<file path="config.mk">
export PLATFORM = sky130hd
export DESIGN_NAME = launch_ctrl_flat
export DESIGN_NICKNAME = d
export VERILOG_FILES = /design/src/rtl/launch_ctrl_if.sv /design/src/rtl/launch_ctrl.sv /design/src/flat_wrapper.sv
export SDC_FILE = /design/constraint.sdc
export NUM_CORES = 1
export LEC_CHECK = 0
export CAP_MARGIN = 20
export CORE_MARGIN = 3
export CORE_UTILIZATION = 35
export CTS_CLUSTER_SIZE = 40
export DETAILED_ROUTE_END_ITERATION = 10
export SKIP_CTS_REPAIR_TIMING = 1
export SYNTH_ARGS = -nofsm -noshare
export SYNTH_HDL_FRONTEND = slang
export SYNTH_SLANG_ARGS = --single-unit
</file>
<file path="constraint.sdc">
create_clock -name clk -period 3.74 [get_ports clk]
set_input_delay 0.748 -clock clk [delete_from_list [all_inputs] [get_ports clk]]
set_output_delay 0.748 -clock clk [all_outputs]
set_load 0.02 [all_outputs]
</file>
<file path="src/rtl/launch_ctrl_if.sv">
// Bus between the keyboard/tank/projectile side and the firing controller.
// master: the environment (drives keycode, tank positions, boomed).
// slave : launch_ctrl (drives launch, launch position, angle, power, player, state_o).
interface launch_ctrl_if;
    logic [7:0] keycode;
    logic [9:0] tank0X;
    logic [9:0] tank0Y;
    logic [9:0] tank1X;
    logic [9:0] tank1Y;
    logic       boomed;
    logic       launch;
    logic [9:0] launchX;
    logic [9:0] launchY;
    logic [3:0] angle;
    logic [2:0] power;
    logic       player;
    logic [2:0] state_o;

    modport master (
        output keycode, tank0X, tank0Y, tank1X, tank1Y, boomed,
        input  launch, launchX, launchY, angle, power, player, state_o
    );

    modport slave (
        input  keycode, tank0X, tank0Y, tank1X, tank1Y, boomed,
        output launch, launchX, launchY, angle, power, player, state_o
    );
endinterface

</file>
<file path="src/rtl/launch_ctrl.sv">
// launch_ctrl: per-turn firing controller upstream of the projectile block.
// Keyboard keycodes set per-player angle, a hold-to-charge meter sets power,
// release fires a one-frame launch pulse, then the block waits for the
// explosion, settles and hands the turn to the other player.
// Ports:
//   clk       system clock
//   reset_n   asynchronous active-low reset
//   frame_clk vsync-rate strobe, sampled as data through a synchroniser
//   bus       launch_ctrl_if.slave (keycode, tank positions, boomed in;
//             launch, launchX/Y, angle, power, player, state_o out)
// Optional feature: define POWER_PINGPONG_EN to make power bounce 0..7..0
// while charging instead of saturating at 7.
module launch_ctrl #(
    parameter int unsigned ANGLE_REPEAT   = 4,
    parameter int unsigned CHARGE_FRAMES  = 6,
    parameter int unsigned SETTLE_FRAMES  = 30,
    parameter int unsigned FLIGHT_TIMEOUT = 255,
    parameter logic [7:0]  KEY_LEFT       = 8'h04,
    parameter logic [7:0]  KEY_RIGHT      = 8'h07,
    parameter logic [7:0]  KEY_FIRE       = 8'h2C
) (
    input  logic         clk,
    input  logic         reset_n,
    input  logic         frame_clk,
    launch_ctrl_if.slave bus
);
    localparam int unsigned CW = 8;
    localparam int unsigned AW = 4;
    localparam int unsigned PW = 3;

    // Zero-valued parameters behave as 1
    localparam logic [CW-1:0] AR = (ANGLE_REPEAT   == 0) ? CW'(1) : CW'(ANGLE_REPEAT);
    localparam logic [CW-1:0] CF = (CHARGE_FRAMES  == 0) ? CW'(1) : CW'(CHARGE_FRAMES);
    localparam logic [CW-1:0] SF = (SETTLE_FRAMES  == 0) ? CW'(1) : CW'(SETTLE_FRAMES);
    localparam logic [CW-1:0] FT = (FLIGHT_TIMEOUT == 0) ? CW'(1) : CW'(FLIGHT_TIMEOUT);

    localparam logic [AW-1:0] ANG_MAX  = AW'(8);
    localparam logic [AW-1:0] ANG0_RST = AW'(6);
    localparam logic [AW-1:0] ANG1_RST = AW'(2);
    localparam logic [PW-1:0] PWR_MAX  = PW'(7);

    typedef enum logic [2:0] {
        S_AIM    = 3'd0,
        S_CHARGE = 3'd1,
        S_FIRE   = 3'd2,
        S_FLIGHT = 3'd3,
        S_SETTLE = 3'd4
    } state_t;

    state_t        state_q, state_n;
    logic [2:0]    fsync_q;
    logic          tick_q;
    logic [CW-1:0] rpt_q, rpt_n;
    logic [CW-1:0] cnt_q, cnt_n;
    logic [AW-1:0] ang0_q, ang0_n, ang1_q, ang1_n, angle_q, angle_n;
    logic [PW-1:0] power_q, power_n, pwr_step;
    logic          player_q, player_n;
    logic          launch_q, launch_n;
    logic          armed_q, armed_n;
    logic [9:0]    lx_q, lx_n, ly_q, ly_n;
    logic [CW:0]   cnt_inc, rpt_inc;
    logic [AW-1:0] cur_ang, ang_up, ang_dn;
    logic          key_left, key_right, key_fire;
`ifdef POWER_PINGPONG_EN
    logic          dir_q, dir_n, dir_step;
`endif

    assign key_left  = (bus.keycode == KEY_LEFT);
    assign key_right = (bus.keycode == KEY_RIGHT);
    assign key_fire  = (bus.keycode == KEY_FIRE);

    assign cnt_inc = {1'b0, cnt_q} + (CW+1)'(1);
    assign rpt_inc = {1'b0, rpt_q} + (CW+1)'(1);

    // Clamped angle neighbours of the current player's stored angle
    assign cur_ang = player_q ? ang1_q : ang0_q;
    assign ang_up  = (cur_ang >= ANG_MAX) ? ANG_MAX : cur_ang + AW'(1);
    assign ang_dn  = (cur_ang == AW'(0)) ? AW'(0) :
                     (cur_ang > ANG_MAX) ? ANG_MAX : cur_ang - AW'(1);

    // Next power value on a charge step
`ifdef POWER_PINGPONG_EN
    always_comb begin
        pwr_step = power_q;
        dir_step = dir_q;
        if (dir_q) begin
            if (power_q == PWR_MAX) begin
                pwr_step = power_q - PW'(1);
                dir_step = 1'b0;
            end else begin
                pwr_step = power_q + PW'(1);
            end
        end else begin
            if (power_q == PW'(0)) begin
                pwr_step = PW'(1);
                dir_step = 1'b1;
            end else begin
                pwr_step = power_q - PW'(1);
            end
        end
    end
`else
    assign pwr_step = (power_q == PWR_MAX) ? PWR_MAX : power_q + PW'(1);
`endif

    // frame_clk synchroniser plus edge register; tick_q lags a rise by 3 clk
    always_ff @(posedge clk or negedge reset_n) begin
        if (!reset_n) begin
            fsync_q <= 3'b000;
            tick_q  <= 1'b0;
        end else begin
            fsync_q <= {fsync_q[1:0], frame_clk};
            tick_q  <= fsync_q[1] & ~fsync_q[2];
        end
    end

    // State register
    always_ff @(posedge clk or negedge reset_n) begin
        if (!reset_n) state_q <= S_AIM;
        else          state_q <= state_n;
    end

    // Next-state logic
    always_comb begin
        state_n = state_q;
        case (state_q)
            S_AIM:    if (key_fire) state_n = S_CHARGE;
            S_CHARGE: if (!key_fire) state_n = S_FIRE;
            S_FIRE:   if (tick_q && launch_q) state_n = S_FLIGHT;
            S_FLIGHT: begin
                if (armed_q && bus.boomed)                 state_n = S_SETTLE;
                else if (tick_q && cnt_inc >= {1'b0, FT})  state_n = S_SETTLE;
            end
            S_SETTLE: if (tick_q && cnt_inc == {1'b0, SF}) state_n = S_AIM;
            default:  state_n = S_AIM;
        endcase
    end

    // Datapath next values
    always_comb begin
        rpt_n    = rpt_q;
        cnt_n    = cnt_q;
        ang0_n   = ang0_q;
        ang1_n   = ang1_q;
        power_n  = power_q;
        player_n = player_q;
        launch_n = launch_q;
        armed_n  = armed_q;
        lx_n     = lx_q;
        ly_n     = ly_q;
`ifdef POWER_PINGPONG_EN
        dir_n    = dir_q;
`endif
        case (state_q)
            S_AIM: begin
                if (key_left || key_right) begin
                    if (tick_q) begin
                        // Step on the first tick of a hold, then every AR ticks
                        if (rpt_q == CW'(0)) begin
                            if (player_q) ang1_n = key_right ? ang_up : ang_dn;
                            else          ang0_n = key_right ? ang_up : ang_dn;
                        end
                        rpt_n = (rpt_inc >= {1'b0, AR}) ? CW'(0) : rpt_inc[CW-1:0];
                    end
                end else begin
                    rpt_n = CW'(0);
                end
                if (key_fire) begin
                    power_n = PW'(0);
                    cnt_n   = CW'(0);
`ifdef POWER_PINGPONG_EN
                    dir_n   = 1'b1;
`endif
                end
            end
            S_CHARGE: begin
                if (!key_fire) begin
                    lx_n  = player_q ? bus.tank1X : bus.tank0X;
                    ly_n  = player_q ? bus.tank1Y : bus.tank0Y;
                    cnt_n = CW'(0);
                end else if (tick_q) begin
                    if (cnt_inc >= {1'b0, CF}) begin
                        cnt_n   = CW'(0);
                        power_n = pwr_step;
`ifdef POWER_PINGPONG_EN
                        dir_n   = dir_step;
`endif
                    end else begin
                        cnt_n = cnt_inc[CW-1:0];
                    end
                end
            end
            S_FIRE: begin
                // First tick raises launch, second drops it
                if (tick_q) begin
                    launch_n = ~launch_q;
                    if (launch_q) begin
                        cnt_n   = CW'(0);
                        armed_n = 1'b0;
                    end
                end
            end
            S_FLIGHT: begin
                if (!armed_q && !bus.boomed) armed_n = 1'b1;
                if (state_n != S_FLIGHT) cnt_n = CW'(0);
                else if (tick_q)         cnt_n = cnt_inc[CW-1:0];
            end
            S_SETTLE: begin
                if (tick_q) begin
                    if (cnt_inc >= {1'b0, SF}) begin
                        cnt_n    = CW'(0);
                        rpt_n    = CW'(0);
                        player_n = ~player_q;
                        power_n  = PW'(0);
                    end else begin
                        cnt_n = cnt_inc[CW-1:0];
                    end
                end
            end
            default: begin
                cnt_n    = CW'(0);
                rpt_n    = CW'(0);
                launch_n = 1'b0;
                armed_n  = 1'b0;
            end
        endcase
        angle_n = player_n ? ang1_n : ang0_n;
    end

    // Datapath registers
    always_ff @(posedge clk or negedge reset_n) begin
        if (!reset_n) begin
            rpt_q    <= CW'(0);
            cnt_q    <= CW'(0);
            ang0_q   <= ANG0_RST;
            ang1_q   <= ANG1_RST;
            angle_q  <= ANG0_RST;
            power_q  <= PW'(0);
            player_q <= 1'b0;
            launch_q <= 1'b0;
            armed_q  <= 1'b0;
            lx_q     <= 10'd0;
            ly_q     <= 10'd0;
`ifdef POWER_PINGPONG_EN
            dir_q    <= 1'b1;
`endif
        end else begin
            rpt_q    <= rpt_n;
            cnt_q    <= cnt_n;
            ang0_q   <= ang0_n;
            ang1_q   <= ang1_n;
            angle_q  <= angle_n;
            power_q  <= power_n;
            player_q <= player_n;
            launch_q <= launch_n;
            armed_q  <= armed_n;
            lx_q     <= lx_n;
            ly_q     <= ly_n;
`ifdef POWER_PINGPONG_EN
            dir_q    <= dir_n;
`endif
        end
    end

    assign bus.launch  = launch_q;
    assign bus.launchX = lx_q;
    assign bus.launchY = ly_q;
    assign bus.angle   = angle_q;
    assign bus.power   = power_q;
    assign bus.player  = player_q;
    assign bus.state_o = state_q;
endmodule

</file>
<file path="src/flat_wrapper.sv">
// flat-port wrapper written by rule: the top's interface ports become plain ports
module launch_ctrl_flat 
#(
    parameter int unsigned ANGLE_REPEAT   = 4,
    parameter int unsigned CHARGE_FRAMES  = 6,
    parameter int unsigned SETTLE_FRAMES  = 30,
    parameter int unsigned FLIGHT_TIMEOUT = 255,
    parameter logic [7:0]  KEY_LEFT       = 8'h04,
    parameter logic [7:0]  KEY_RIGHT      = 8'h07,
    parameter logic [7:0]  KEY_FIRE       = 8'h2C
)
  (clk, reset_n, frame_clk, bus_keycode, bus_tank0X, bus_tank0Y, bus_tank1X, bus_tank1Y, bus_boomed, bus_launch, bus_launchX, bus_launchY, bus_angle, bus_power, bus_player, bus_state_o);
  launch_ctrl_if bus_i ();
  input  logic clk;
  input  logic reset_n;
  input  logic frame_clk;
  input wire logic [$bits(bus_i.keycode)-1:0] bus_keycode;
  input wire logic [$bits(bus_i.tank0X)-1:0] bus_tank0X;
  input wire logic [$bits(bus_i.tank0Y)-1:0] bus_tank0Y;
  input wire logic [$bits(bus_i.tank1X)-1:0] bus_tank1X;
  input wire logic [$bits(bus_i.tank1Y)-1:0] bus_tank1Y;
  input wire logic [$bits(bus_i.boomed)-1:0] bus_boomed;
  output wire logic [$bits(bus_i.launch)-1:0] bus_launch;
  output wire logic [$bits(bus_i.launchX)-1:0] bus_launchX;
  output wire logic [$bits(bus_i.launchY)-1:0] bus_launchY;
  output wire logic [$bits(bus_i.angle)-1:0] bus_angle;
  output wire logic [$bits(bus_i.power)-1:0] bus_power;
  output wire logic [$bits(bus_i.player)-1:0] bus_player;
  output wire logic [$bits(bus_i.state_o)-1:0] bus_state_o;
  assign bus_i.keycode = bus_keycode;
  assign bus_i.tank0X = bus_tank0X;
  assign bus_i.tank0Y = bus_tank0Y;
  assign bus_i.tank1X = bus_tank1X;
  assign bus_i.tank1Y = bus_tank1Y;
  assign bus_i.boomed = bus_boomed;
  assign bus_launch = bus_i.launch;
  assign bus_launchX = bus_i.launchX;
  assign bus_launchY = bus_i.launchY;
  assign bus_angle = bus_i.angle;
  assign bus_power = bus_i.power;
  assign bus_player = bus_i.player;
  assign bus_state_o = bus_i.state_o;
  launch_ctrl #(.ANGLE_REPEAT(ANGLE_REPEAT), .CHARGE_FRAMES(CHARGE_FRAMES), .SETTLE_FRAMES(SETTLE_FRAMES), .FLIGHT_TIMEOUT(FLIGHT_TIMEOUT), .KEY_LEFT(KEY_LEFT), .KEY_RIGHT(KEY_RIGHT), .KEY_FIRE(KEY_FIRE)) u_core (.clk(clk), .reset_n(reset_n), .frame_clk(frame_clk), .bus(bus_i));
endmodule
</file>
; After elaboration in Yosys (flattened, before gate mapping)
; Index checks and enable logic that the tools add are counted.
; W data, S select, Z words.
[word_totals]
input_bits = 52
regBits = 61
[classes]
n_bitwise = 8
eq_ne = 22
mux = 59
reduce_logical = 21
n_lt_le_gt_ge = 6
n_addsub = 5
[ops]
columns = operator, n
row1 = $mux W8, 15
row2 = $mux W4, 16
row3 = $pmux W8 S5, 1
row4 = $mux W3, 13
row5 = $pmux W8 S3, 1
row6 = $mux W10, 2
row7 = $add A8 B1 Y9 const B, 2
row8 = $ge A9 B3 Y1 const B, 2
row9 = $ne A2 B1 Y1 const B, 9
row10 = $eq A8 B3 Y1 const B, 2
row11 = $pmux W3 S5, 1
row12 = $eq A9 B5 Y1 const B, 1
row13 = $ge A9 B5 Y1 const B, 1
row14 = $ge A9 B8 Y1 const B, 1
row15 = $ne A3 B2 Y1 const B, 3
row16 = $pmux W3 S3, 1
row17 = $eq A8 B6 Y1 const B, 1
row18 = $logic_not A8 Y1, 1
row19 = $reduce_and A4 Y1, 2
row20 = $mux W1, 7
row21 = $not A1 Y1, 7
row22 = $reduce_and A7 Y1, 1
row23 = $eq A3 B2 Y1 const B, 2
row24 = $eq A3 B3 Y1 const B, 2
row25 = 20 further kinds, 27

; Depth between registers and ports, before layout
[depth]
ltp_word = 11
mapped_depth = 10
mapped_depth_nobuf = 8

; Worst setup path after synthesis
; Ideal clock, no wire load.
[synth_path]
kind = in2reg
from = input bus_keycode[4]
to = register u_core.cnt_q[4]
setup_time_ns = 0.137
cell_stages = 8
t_arrival_ns = 2.578
path_buffers = 2
path_slack_ns = 1.025
required_time_ns = 3.603
path_cell_list = or4b_1 buf_2 or2_4 a2111o_1 nand3_2 buf_6 mux2i_1 nor3_2
[synth_between]
elab_chain_len = 6
elab_cells_between_ends = 12
[synth_lines]
columns = element, line_no
row1 = from (decl), flat_wrapper.sv:17  ; input wire logic [$bits(bus_i.keycode)-1:0] bus_keycode;
row2 = $eq A8 B6 Y1 (*), launch_ctrl.sv:70  ; assign key_fire = (bus.keycode == KEY_FIRE);
row3 = "$mux W3, on equally long branches", "launch_ctrl.sv:128, launch_ctrl.sv:127"
row4 = $pmux W3 S5, launch_ctrl.sv:126  ; case (state_q)
row5 = $ne A3 B2 Y1, launch_ctrl.sv:205  ; if (state_n != S_FLIGHT) cnt_n = CW'(0);
row6 = $ne A3 B1 Y1 (no source line) / $mux W8 (equally long branches), --
row7 = $reduce_and A6 Y1 (no source line) / $pmux W8 S5 (equally long branches), --
row8 = to (signal assigned), launch_ctrl.sv:249  ; cnt_q <= cnt_n;
row9 = to (decl), launch_ctrl.sv:54  ; logic [CW-1:0] cnt_q, cnt_n;
; Mark *: on every way between the ends. The rest lies on a longest branch, timed or not.
; A chain may end at the register's enable or synchronous reset.

; Worst setup path after layout
[layout_path]
from = input bus_keycode[4]
to = register u_core.cnt_q[7]
; Same word-level chain as after synthesis.

==> impl_metrics.csv <==
group,metric,value,unit
outcome,outcome,"finished clean",
detailed_routing,num_vias,3179,
yosys,yosysUniqueCellTypes,58,
floorplanning,dieHeight,108,um
worst_setup_path,arrival,3.30,ns
clocking,clockBufferDepth,2,
global_routing,grt-ovfl-total,0,
floorplanning,die_width,108,um
yosys,avgSynthCellArea,9.42,um^2
yosys,synth_async_sr_flop_share,100,%
clocking,clk_latency,0.33,ns
layout,diodes,0,
floorplanning,dieArea,11600,um^2
timing,max_clock_freq,322,MHz
power,clkPwrFrac,32.6,%
worst_setup_path,start_kind,"input pin",
power,ir_drop,0.000186,V
worst_setup_path,path_class,"input pin to register",
yosys,yosysWarnings,0,
timing,tns,0,ns
timing,clock_skew,0.00814,ns
yosys,syn_nets,445,
timing,finalCriticalPeriod,3.10,ns
yosys,netlist_instances,385,
timing,final-hold-violation-count,0,
worst_setup_path,end_kind,"register",
worst_setup_path,cp_num_buf_inv,1,
worst_hold_path,hold_class,"register to register",
power,switching_power,0.000487,W
power,power,0.00164,W
worst_setup_path,path_cells,"clkdlybuf4s50_1 -> or4b_1 -> a211oi_1 -> a2111o_1 -> nand3_2 -> a211oi_1 -> nor3_1",
yosys,synth_seq_cells,61,
placed_design,place_ws,0.282,ns
detailed_routing,drc,0,
clocking,numCtsBuffers,9,
clocking,cts_max_level,3,
global_routing,grt_max_degree,41,
yosys,netlist_area,3630,um^2
worst_hold_path,worstHoldPathCells,0,
worst_setup_path,reg2regPathDepth,7,
worst_setup_path,crit_slowest_cell,"or4b_1",
clocking,clock-sinks,61,
layout,fill_cells,952,
detailed_routing,drt_first_iter_violations,186,
timing,drv_slew,0,
power,netSwitchingFraction,29.7,%
global_routing,antenna_found_initial,0,
worst_setup_path,max_stage_delay,0.68,ns
placed_design,dp_hpwl,6810,um
timing,rsz0062_at_grt,"false",
clocking,cts_tree,"built",
timing,min_period_over_period,82.9,%
run,maxCapViolCount,0,
placed_design,gp_congestion,0.860,
layout,syn2layout_area_growth,30.4,%
floorplanning,start_util,36.6,%
placed_design,port_buffers,83,
layout,nNetsFinal,520,
floorplanning,core_area,9910,um^2
power,power.density,346,nW/um^2
detailed_routing,drtAntennaViolNets,0,
detailed_routing,wl_per_cell,15.2,um
worst_setup_path,cp_top_family,"compound AO/OA/AOI/OAI gates",
clocking,clockRootBuffer,"clkbuf_8",
global_routing,grt_first_pass_wirelength,15300,um
timing,slew_headroom,53.5,%
power,seqPwrFrac,44.8,%
power,leakage,1.99,nW
floorplanning,num_rows,36,
detailed_routing,viasPerCell,5.32,
yosys,synthFlopType,"dfrtp_1",
timing,worst_slack,0.638,ns
worst_setup_path,worstPathRequired,3.94,ns
detailed_routing,drt_wl_total,9100,um
global_routing,grt_usage,16.6,%
timing,tightest_slew,0.698,ns
timing,setup_viol,0,
floorplanning,pin_count,84,
yosys,ys_seq_area_share,42.2,%
detailed_routing,firstDrtPassIters,4,
worst_setup_path,crit_top_cell,"a211oi_1",
layout,layout-drive-gt1-share,11.6,%
worst_setup_path,path_max_fanout,13,
global_routing,grt_pass1_vias,3019,
power,combPwrFrac,22.6,%
worst_setup_path,path_depth,7,
clocking,path_clk_slew,0.07,ns
power,power.internal,0.00115,W
yosys,synth-edff-count,0,
==> flip-flops by register name (all words and copies together), names as in the netlist, 3 cells and up <==
| register | cells |
|---|---|
| u_core.fsync_q | 3 |
| u_core.bus.state_o | 3 |
| u_core.bus.launchX | 10 |
| u_core.ang1_q | 4 |
| u_core.ang0_q | 4 |
| u_core.bus.angle | 4 |
| u_core.bus.launchY | 10 |
| u_core.bus.power | 3 |
| u_core.cnt_q | 8 |
| u_core.rpt_q | 8 |
==> synth_stat cells (all sizes together), types with 2 or more instances <==
library cell / n / area (um^2)
or4b: 2 / 20.0
a211oi: 5 / 37.5
o2111ai: 2 / 17.5
o311ai: 3 / 26.3
mux2: 14 / 158
nand4: 5 / 31.3
a21o: 2 / 15.0
o22ai: 2 / 12.5
inv: 15 / 56.3
nand2: 19 / 71.3
nor2: 44 / 168
a2111o: 2 / 22.5
a31oi: 6 / 37.5
o21ai: 20 / 100
xnor2: 5 / 43.8
a41oi: 2 / 17.5
nor3: 7 / 55.1
and3: 3 / 18.8
nor4: 5 / 31.3
mux2i: 33 / 330
ha: 8 / 100
nand2b: 5 / 31.3
o21a: 2 / 15.0
or2: 6 / 40.0
buf: 8 / 45.0
a211o: 2 / 17.5
dfrtp: 56 / 1400
a41o: 2 / 20.0
o211ai: 8 / 60.1
or4bb: 2 / 22.5
clkbuf: 15 / 56.3
a21oi: 32 / 160
dfstp: 5 / 131
nor2b: 7 / 43.8
or3: 3 / 18.8
and2: 9 / 56.3
and4: 2 / 17.5
nand3: 7 / 40.0
==> per-layer routing <==
metal / GRT usage (%) / wire length [um]
met1: 23.6 / 4130
met2: 25.3 / 4400
met3: 3.54 / 426
met4: 4.87 / 134
met5: 0 / 0
==> cell families after synthesis <==
group | count (synthesis) | synth area share (%)
flops | 61 | 42.2
xor+xnor | 5 | 1.21
buf+inv | 38 | 4.34
simple gates | 132 | 19.7
mux | 47 | 13.4
compound gates | 94 | 16.3
fa+ha+maj | 8 | 2.76
==> worst paths after layout <==
check | startpoint | endpoint | slack [ns]
worst max-delay path | bus_keycode[4] | u_core.cnt_q[7]$_DFFE_PN0P_ | 0.64
worst min-delay path | u_core.fsync_q[0]$_DFF_PN0_ | u_core.fsync_q[1]$_DFF_PN0_ | 0.36
worst max register to register | u_core.cnt_q[0]$_DFFE_PN0P_ | u_core.cnt_q[7]$_DFFE_PN0P_ | 1.09
worst min register to register | u_core.fsync_q[0]$_DFF_PN0_ | u_core.fsync_q[1]$_DFF_PN0_ | 0.36
max in group asynchronous | reset_n | u_core.bus.angle[1]$_DFF_PN1_ | 2.36
min in group asynchronous | reset_n | u_core.bus.launchX[4]$_DFFE_PN0P_ | 0.45
==> placed cells by master (no fill, tap or decap), types with 3 or more instances in the layout <==
master and n:
dfstp_2 5, mux2_2 14, mux2i_1 33, a31oi_1 6, nand3_1 6, inv_1 15
clkdlybuf4s50_1 82, nor2b_1 6, nor4_1 5, nor2_1 43, xnor2_1 5, nand2_1 19
a21oi_1 32, nor3_2 4, clkbuf_8 11, or2_2 5, ha_1 8, a211oi_1 5
or3_1 3, and3_1 3, buf_4 4, o21ai_0 19, and2_1 8, nor3_1 3
nand4_1 5, o211ai_1 8, nand2b_1 5, dfrtp_1 56
==> power by group through the flow <==
stage | registers (W) | clock network [W] | logic, W
after global placement | 0.000744 | 0 | 0.000365
after detailed placement | 0.000745 | 0 | 0.000374
after floorplan | 0.000751 | 0 | 0.000213
after global routing | 0.000740 | 0.000589 | 0.000407
final | 0.000734 | 0.000534 | 0.000371
after CTS | 0.000734 | 0.000554 | 0.000375
==> layout make-up <==
class | count | area [um^2] | share of cell area (%)
Inverter | 15 | 56.3 | 1.19
Sequential cell | 61 | 1530 | 32.4
Timing Repair Buffer | 87 | 856 | 18.1
Clock buffer | 13 | 159 | 3.36
Multi-Input combinational cell | 286 | 1940 | 41.0
Tap cell | 133 | 166 | 3.52
Clock inverter | 3 | 21.3 | 0.449
==> through the flow <==
step	util (%)	area, um^2	cells	hold slack [ns]
after detailed placement	45.9	4550	582	0.342
after global placement	45.9	4550	582	0.345
final	47.8	4730	598	0.363
after floorplan	-	3630	385	0.331
after global routing	47.8	4730	598	0.378
after CTS	47.8	4730	598	0.366
(Power assumes the default switching activity.)
